===== config.mk =====
export PLATFORM = sky130hd
export DESIGN_NAME = fibonacci_index_flat
export DESIGN_NICKNAME = d
export VERILOG_FILES = /design/src/rtl/fib_pkg.sv /design/src/rtl/fibonacci_index_if.sv /design/src/rtl/fib_seq_step.sv /design/src/rtl/fibonacci_index.sv /design/src/flat_wrapper.sv
export SDC_FILE = /design/constraint.sdc
export NUM_CORES = 1
export LEC_CHECK = 0
export ABC_AREA = 1
export CAP_MARGIN = 20
export CORE_MARGIN = 5
export CORE_UTILIZATION = 35
export DETAILED_ROUTE_END_ITERATION = 16
export GPL_TIMING_DRIVEN = 0
export PLACE_DENSITY_LB_ADDON = 0.05
export SETUP_SLACK_MARGIN = 0.4
export SLEW_MARGIN = 0
export SYNTH_ARGS = -nofsm -noshare
export SYNTH_HDL_FRONTEND = slang
export SYNTH_SLANG_ARGS = --single-unit
export TNS_END_PERCENT = 1

===== constraint.sdc =====
create_clock -name clk -period 5.12 [get_ports clk]
set_input_delay 0.768 -clock clk [delete_from_list [all_inputs] [get_ports clk]]
set_output_delay 0.768 -clock clk [all_outputs]
set_load 0.05 [all_outputs]

===== src/rtl/fib_pkg.sv =====
// fib_pkg: shared widths and state type for the Fibonacci index search.
//   DATA_W  - width of the input value and of the dout/rem outputs
//   IDX_MAX - largest index reachable for a DATA_W-bit input (F(24)=46368)
//   IDX_W   - width of the index counter k
//   SUM_W   - width of nxt and the running sum (F(25)=75025 needs 17 bits)
package fib_pkg;

   localparam int DATA_W  = 16;
   localparam int IDX_MAX = 24;
   localparam int IDX_W   = $clog2(IDX_MAX + 1);
   localparam int SUM_W   = DATA_W + 1;

   typedef enum logic [1:0] {
      IDLE   = 2'd0,
      SEARCH = 2'd1,
      DONE   = 2'd2
   } fib_idx_state_t;

endpackage


===== src/rtl/fibonacci_index_if.sv =====
// fibonacci_index_if: request/result bundle for fibonacci_index.
//   start, din          - request and value to invert (master -> slave)
//   dout, exact         - registered result index and exact-match flag
//   busy, done          - search-in-progress level and result-valid pulse
//   rem (FIB_INDEX_REM_EN only) - din_latched - F(dout)
interface fibonacci_index_if;
   import fib_pkg::*;

   logic              start;
   logic [DATA_W-1:0] din;
   logic [DATA_W-1:0] dout;
   logic              exact;
   logic              busy;
   logic              done;
`ifdef FIB_INDEX_REM_EN
   logic [DATA_W-1:0] rem;
`endif

   modport master (
      output start, din,
`ifdef FIB_INDEX_REM_EN
      input  rem,
`endif
      input  dout, exact, busy, done
   );

   modport slave (
      input  start, din,
`ifdef FIB_INDEX_REM_EN
      output rem,
`endif
      output dout, exact, busy, done
   );

endinterface


===== src/rtl/fib_seq_step.sv =====
// fib_seq_step: Fibonacci sequence stepper.
//   clk, reset - clock, asynchronous active-high reset
//   load_i     - restart at k=1, cur=F(1)=1, nxt=F(2)=1
//   adv_i      - step one index: k+1, cur<=nxt, nxt<=cur+nxt
//   cur_o      - F(k)
//   nxt_o      - F(k+1), 17 bits so F(25) does not wrap
//   k_o        - current index
//   sum_o      - cur+nxt, 17 bits
module fib_seq_step
   import fib_pkg::*;
(
   input  logic             clk,
   input  logic             reset,
   input  logic             load_i,
   input  logic             adv_i,
   output logic [DATA_W-1:0] cur_o,
   output logic [SUM_W-1:0]  nxt_o,
   output logic [IDX_W-1:0]  k_o,
   output logic [SUM_W-1:0]  sum_o
);

   logic [DATA_W-1:0] cur_q;
   logic [SUM_W-1:0]  nxt_q;
   logic [IDX_W-1:0]  k_q;

   assign sum_o = {1'b0, cur_q} + nxt_q;

   // Advance only happens while nxt <= din_latched, so nxt fits in
   // DATA_W bits whenever it is moved into cur.
   always_ff @(posedge clk or posedge reset) begin
      if (reset) begin
         cur_q <= '0;
         nxt_q <= '0;
         k_q   <= '0;
      end else if (load_i) begin
         cur_q <= DATA_W'(1);
         nxt_q <= SUM_W'(1);
         k_q   <= IDX_W'(1);
      end else if (adv_i) begin
         cur_q <= nxt_q[DATA_W-1:0];
         nxt_q <= sum_o;
         k_q   <= k_q + IDX_W'(1);
      end
   end

   assign cur_o = cur_q;
   assign nxt_o = nxt_q;
   assign k_o   = k_q;

endmodule


===== src/rtl/fibonacci_index.sv =====
// fibonacci_index: finds the largest n with F(n) <= din (F(0)=0, F(1)=F(2)=1).
//   clk, reset - clock, asynchronous active-high reset
//   bus        - fibonacci_index_if.slave: start/din request, dout/exact
//                result, busy level, done one-cycle pulse
// Optional macro FIB_INDEX_REM_EN adds bus.rem = din_latched - F(dout).
//
// state  | meaning
// IDLE   | waiting for start; din=0 answers immediately
// SEARCH | stepping F(k) until F(k+1) exceeds the latched value
// DONE   | one-cycle done pulse, results already registered
module fibonacci_index
   import fib_pkg::*;
(
   input  logic clk,
   input  logic reset,
   fibonacci_index_if.slave bus
);

   fib_idx_state_t    state_q, state_d;
   logic [DATA_W-1:0] din_q, din_d;
   logic [DATA_W-1:0] dout_q, dout_d;
   logic              exact_q, exact_d;
   logic              busy_q, done_q;
   logic              load, adv;

   logic [DATA_W-1:0] cur;
   logic [SUM_W-1:0]  nxt;
   logic [IDX_W-1:0]  k;
   logic [SUM_W-1:0]  sum;

`ifdef FIB_INDEX_REM_EN
   logic [DATA_W-1:0] rem_q, rem_d;
`endif

   fib_seq_step u_step (
      .clk    (clk),
      .reset  (reset),
      .load_i (load),
      .adv_i  (adv),
      .cur_o  (cur),
      .nxt_o  (nxt),
      .k_o    (k),
      .sum_o  (sum)
   );

   always_comb begin
      state_d = state_q;
      din_d   = din_q;
      dout_d  = dout_q;
      exact_d = exact_q;
      load    = 1'b0;
      adv     = 1'b0;
`ifdef FIB_INDEX_REM_EN
      rem_d   = rem_q;
`endif
      case (state_q)
         IDLE: begin
            if (bus.start) begin
               din_d = bus.din;
               if (bus.din == '0) begin
                  dout_d  = '0;
                  exact_d = 1'b1;
`ifdef FIB_INDEX_REM_EN
                  rem_d   = '0;
`endif
                  state_d = DONE;
               end else begin
                  load    = 1'b1;
                  state_d = SEARCH;
               end
            end
         end
         SEARCH: begin
            // 17-bit compare: nxt may reach F(25)=75025.
            if (nxt <= {1'b0, din_q}) begin
               adv = 1'b1;
            end else begin
               dout_d  = {{(DATA_W-IDX_W){1'b0}}, k};
               exact_d = (cur == din_q);
`ifdef FIB_INDEX_REM_EN
               rem_d   = din_q - cur;
`endif
               state_d = DONE;
            end
         end
         DONE:    state_d = IDLE;
         default: state_d = IDLE;
      endcase
   end

   always_ff @(posedge clk or posedge reset) begin
      if (reset) begin
         state_q <= IDLE;
         din_q   <= '0;
         dout_q  <= '0;
         exact_q <= 1'b0;
         busy_q  <= 1'b0;
         done_q  <= 1'b0;
`ifdef FIB_INDEX_REM_EN
         rem_q   <= '0;
`endif
      end else begin
         state_q <= state_d;
         din_q   <= din_d;
         dout_q  <= dout_d;
         exact_q <= exact_d;
         busy_q  <= (state_d == SEARCH);
         done_q  <= (state_d == DONE);
`ifdef FIB_INDEX_REM_EN
         rem_q   <= rem_d;
`endif
      end
   end

   assign bus.dout  = dout_q;
   assign bus.exact = exact_q;
   assign bus.busy  = busy_q;
   assign bus.done  = done_q;
`ifdef FIB_INDEX_REM_EN
   assign bus.rem   = rem_q;
`endif

   // sum[16] is only ever meaningful through nxt; keep lint quiet about it.
   logic unused_sum;
   assign unused_sum = ^sum;

endmodule


===== src/flat_wrapper.sv =====
// flat-port wrapper written by rule: the top's interface ports become plain ports
module fibonacci_index_flat import fib_pkg::*;
  (clk, reset, bus_start, bus_din, bus_dout, bus_exact, bus_busy, bus_done);
  fibonacci_index_if bus_i ();
  input  logic clk;
  input  logic reset;
  input wire logic [$bits(bus_i.start)-1:0] bus_start;
  input wire logic [$bits(bus_i.din)-1:0] bus_din;
  output wire logic [$bits(bus_i.dout)-1:0] bus_dout;
  output wire logic [$bits(bus_i.exact)-1:0] bus_exact;
  output wire logic [$bits(bus_i.busy)-1:0] bus_busy;
  output wire logic [$bits(bus_i.done)-1:0] bus_done;
  assign bus_i.start = bus_start;
  assign bus_i.din = bus_din;
  assign bus_dout = bus_i.dout;
  assign bus_exact = bus_i.exact;
  assign bus_busy = bus_i.busy;
  assign bus_done = bus_i.done;
  fibonacci_index u_core (.clk(clk), .reset(reset), .bus(bus_i));
endmodule

==> impl_metrics.sql <==
INSERT INTO impl_metrics (metric_group, metric, value, unit) VALUES
('logic_synthesis', 'ys_seq_area_frac', '0.380', ''),
('logic_synthesis', 'synth_top_area_frac', '0.380', ''),
('power', 'vdd.ir_drop.worst', '0.319', 'mV'),
('grt', 'grt_pass1_wl', '19.1', 'mm'),
('routing', 'routed_via_density', '4.91', ''),
('logic_synthesis', 'synth_mux_area_frac', '0', ''),
('routing', 'drtPass1Iterations', '4', ''),
('routing', 'routed-via-count', '3703', ''),
('layout', 'drive_above_1_share', '0.0758', ''),
('setup_path', 'timing.critical_path.cells', 'clkdlybuf4s50_1, nor4_1, nand3_1, nand2_1, buf_2, nand2_1, nand2_1, nand2_1', ''),
('flow_run', 'max_cap_viols', '0', ''),
('grt', 'grt.busiest_layer', 'met2', ''),
('die', 'die_x', '120', 'um'),
('setup_path', 'critical_path_arrival', '2.73', 'ns'),
('clock_network', 'clk_latency', '0.33', 'ns'),
('logic_synthesis', 'synth.yosys.warnings', '0', ''),
('logic_synthesis', 'post_synth_instance_area', '4220', 'um2'),
('logic_synthesis', 'synth_xor_area_frac', '0.0540', ''),
('placed_design', 'place.gp.congestion', '0.863', ''),
('die', 'die_height', '120', 'um'),
('clock_network', 'count_of_buffers_added_by_post_cts_timing_repair_for_setup', '0', ''),
('worst_hold_path', 'hp-class', 'reg -> reg', ''),
('die', 'fp.coreArea', '11900', 'um2'),
('sta', 'setup_violations', '0', ''),
('grt', 'grt_util_met1', '0.221', ''),
('power', 'fin_total_pwr', '3390', 'uW'),
('clock_network', 'worst_case_clock_buffer_depth', '2', ''),
('sta', 'final_min_period_over_clock_period', '0.491', ''),
('die', 'std_cell_rows', '40', ''),
('layout', 'n_antenna_cell', '0', ''),
('clock_network', 'cts-buffers-inserted', '9', ''),
('logic_synthesis', 'netlist_instances', '555', ''),
('setup_path', 'slowest_stage', 'nor4_1', ''),
('grt', 'grt_usage', '0.171', ''),
('power', 'cellPowerDensity', '672', 'nW/um2'),
('die', 'die_area', '14300', 'um2'),
('sta', 'timing.slew.headroom', '0.445', ''),
('sta', 'achievable-frequency', '398', 'MHz'),
('placed_design', 'dp_hpwl', '8.94', 'mm'),
('placed_design', 'port_buffers', '26', ''),
('logic_synthesis', 'yosys.area.top_type', 'dfrtp_1', ''),
('logic_synthesis', 'post_synth_and_or_nand_nor_area_fraction', '0.312', ''),
('setup_path', 'path_class', 'in -> reg', ''),
('setup_path', 'critical-path-max-stage-delay', '0.59', 'ns'),
('logic_synthesis', 'top_cells_by_area_in_the_synthesized_netlist', 'dfrtp_1, nand2_1, nand3_1, ha_1, inv_1', ''),
('die', 'floorplan.initialDensity', '0.354', ''),
('setup_path', 'crit_fanout', '10', ''),
('status', 'run_status', 'complete, no violations', ''),
('layout', 'final_instance_area', '5040', 'um2'),
('sta', 'worst_clock_skew', '0.00690', 'ns'),
('clock_network', 'cts_sinks', '64', ''),
('logic_synthesis', 'postSynthRegisterBits', '64', ''),
('clock_network', 'cts_htree_levels', '3', ''),
('grt', 'global_route_met2_usage', '0.285', ''),
('sta', 'finalSetupTns', '0', 'ns'),
('grt', 'grt-ovfl-total', '0', ''),
('routing', 'drt-initial-drc-count', '179', ''),
('clock_network', 'cts.hold.buffers_added', '0', ''),
('sta', 'slew_viols_final', '0', ''),
('die', 'top_level_ports', '38', ''),
('logic_synthesis', 'synth-compound-area-share', '0.0510', ''),
('setup_path', 'cpMostUsedCell', 'nand2_1', ''),
('routing', 'ant_nets', '0', ''),
('setup_path', 'cp_data_required_time', '5.34', 'ns'),
('logic_synthesis', 'postSynthAreaPerCell', '7.60', 'um2'),
('sta', 'least_margin_pin_slew', '0.832', 'ns'),
('grt', 'pin_count_of_the_biggest_net_entering_global_routing', '65', ''),
('grt', 'grt_util_met3', '0.0372', ''),
('grt', 'grt_pass1_vias', '3734', ''),
('layout', 'fillerInstances', '1253', ''),
('sta', 'final_period_minus_worst_setup_slack', '2.52', 'ns');
## kinds of logic after synthesis
| group | Yosys count |
|---|---|
| compound gates | 41 |
| other cells | 1 |
| simple gates | 296 |
| xor+xnor | 26 |
| fa+ha+maj | 34 |
| buf+inv | 93 |
| flops | 64 |
## synth_stat cells
library cell  count
inv_2             2
nand2_2           2
o21a_1            2
dfrtp_1          64
nand3_1          88
conb_1            1
inv_1            63
nand2_1         151
o21ai_0          19
xor2_1            6
ha_1             33
fa_1              1
a21o_1            2
xnor2_1          20
buf_6             1
nor4_1            2
buf_2             8
nor3_1            2
a21oi_1          18
nand2_4           2
nor2_1           25
buf_4            14
clkbuf_1          5
nand3b_1          4
nand3_2           1
and2_1            1
nand4_1          18
## worst paths after layout
kind / from / end / cells after the start / slack (ns)
worst max-delay path: bus_din[5] / u_core.u_step.nxt_o[0] / 8 / 2.60
worst min-delay path: u_core.bus.dout[1] / u_core.bus.dout[1] / 2 / 0.49
worst max register to register: u_core.din_q[8] / u_core.u_step.cur_o[0] / 14 / 2.88
worst min register to register: u_core.bus.dout[1] / u_core.bus.dout[1] / 2 / 0.49
max in group asynchronous: reset / u_core.u_step.nxt_o[15] / 2 / 3.61
min in group asynchronous: reset / u_core.din_q[15] / 2 / 0.92
## critical path: cells and delay by family
| kind | cells | cell delay (ns) |
|---|---|---|
| buffers and inverters | 2 | 0.74 |
| AND/OR/NAND/NOR | 6 | 1.22 |
## cells in the final DEF (no fill, tap or decap), drive strengths merged
cell type and n:
a21o 2, a21oi 18, and2 1, buf 23, bufinv 3, clkbuf 15
clkdlybuf4s50 26, clkinv 2, clkinvlp 1, conb 11, dfrtp 64, fa 1
ha 33, inv 65, nand2 155, nand3 89, nand3b 4, nand4 18
nor2 25, nor3 2, nor4 2, o21a 2, o21ai 19, xnor2 20
xor2 6
## sequential cells by signal, indices dropped and copies added (netlist names)
register,cells
u_core.bus.busy,1
u_core.din_q,16
u_core.u_step.nxt_o,17
u_core.u_step.k_o,5
u_core.bus.done,1
u_core.state_q,2
u_core.bus.exact,1
u_core.bus.dout,5
u_core.u_step.cur_o,16
## power breakdown
group | switching [uW] | total (uW) | internal (uW) | leakage [uW]
clock network | 225 | 698 | 474 | 0.000162
logic | 1120 | 1740 | 624 | 0.00173
registers | 222 | 943 | 721 | 0.000832
## stage by stage
stage                     setup WS [ns]   util  hold slack, ns  instances
after global routing               2.46  0.423           0.526        754
after floorplan                    2.75      -           0.492        565
final                              2.60  0.423           0.493        754
after detailed placement           2.23  0.395           0.486        738
after CTS                          2.57  0.423           0.499        754
after global placement             1.46  0.395           0.483        738
## layer usage
layer,wire length [um],share of wire,vias up
li1,-,-,1888
met1,5450,0.47,1752
met2,5590,0.48,49
met3,475,0.041,14
met4,158,0.014,0
met5,0,0,-
## area by class of cell
type	count	area, um2	area share
multi-input combinational	408	2230	0.444
sequential	64	1600	0.318
timing repair buffer	26	260	0.0517
inverter	65	246	0.0489
clock buffer	10	229	0.0454
tap	147	184	0.0365
buffer	28	175	0.0348
clock inverter	6	108	0.0214
Power figures use the tool's default switching activity.
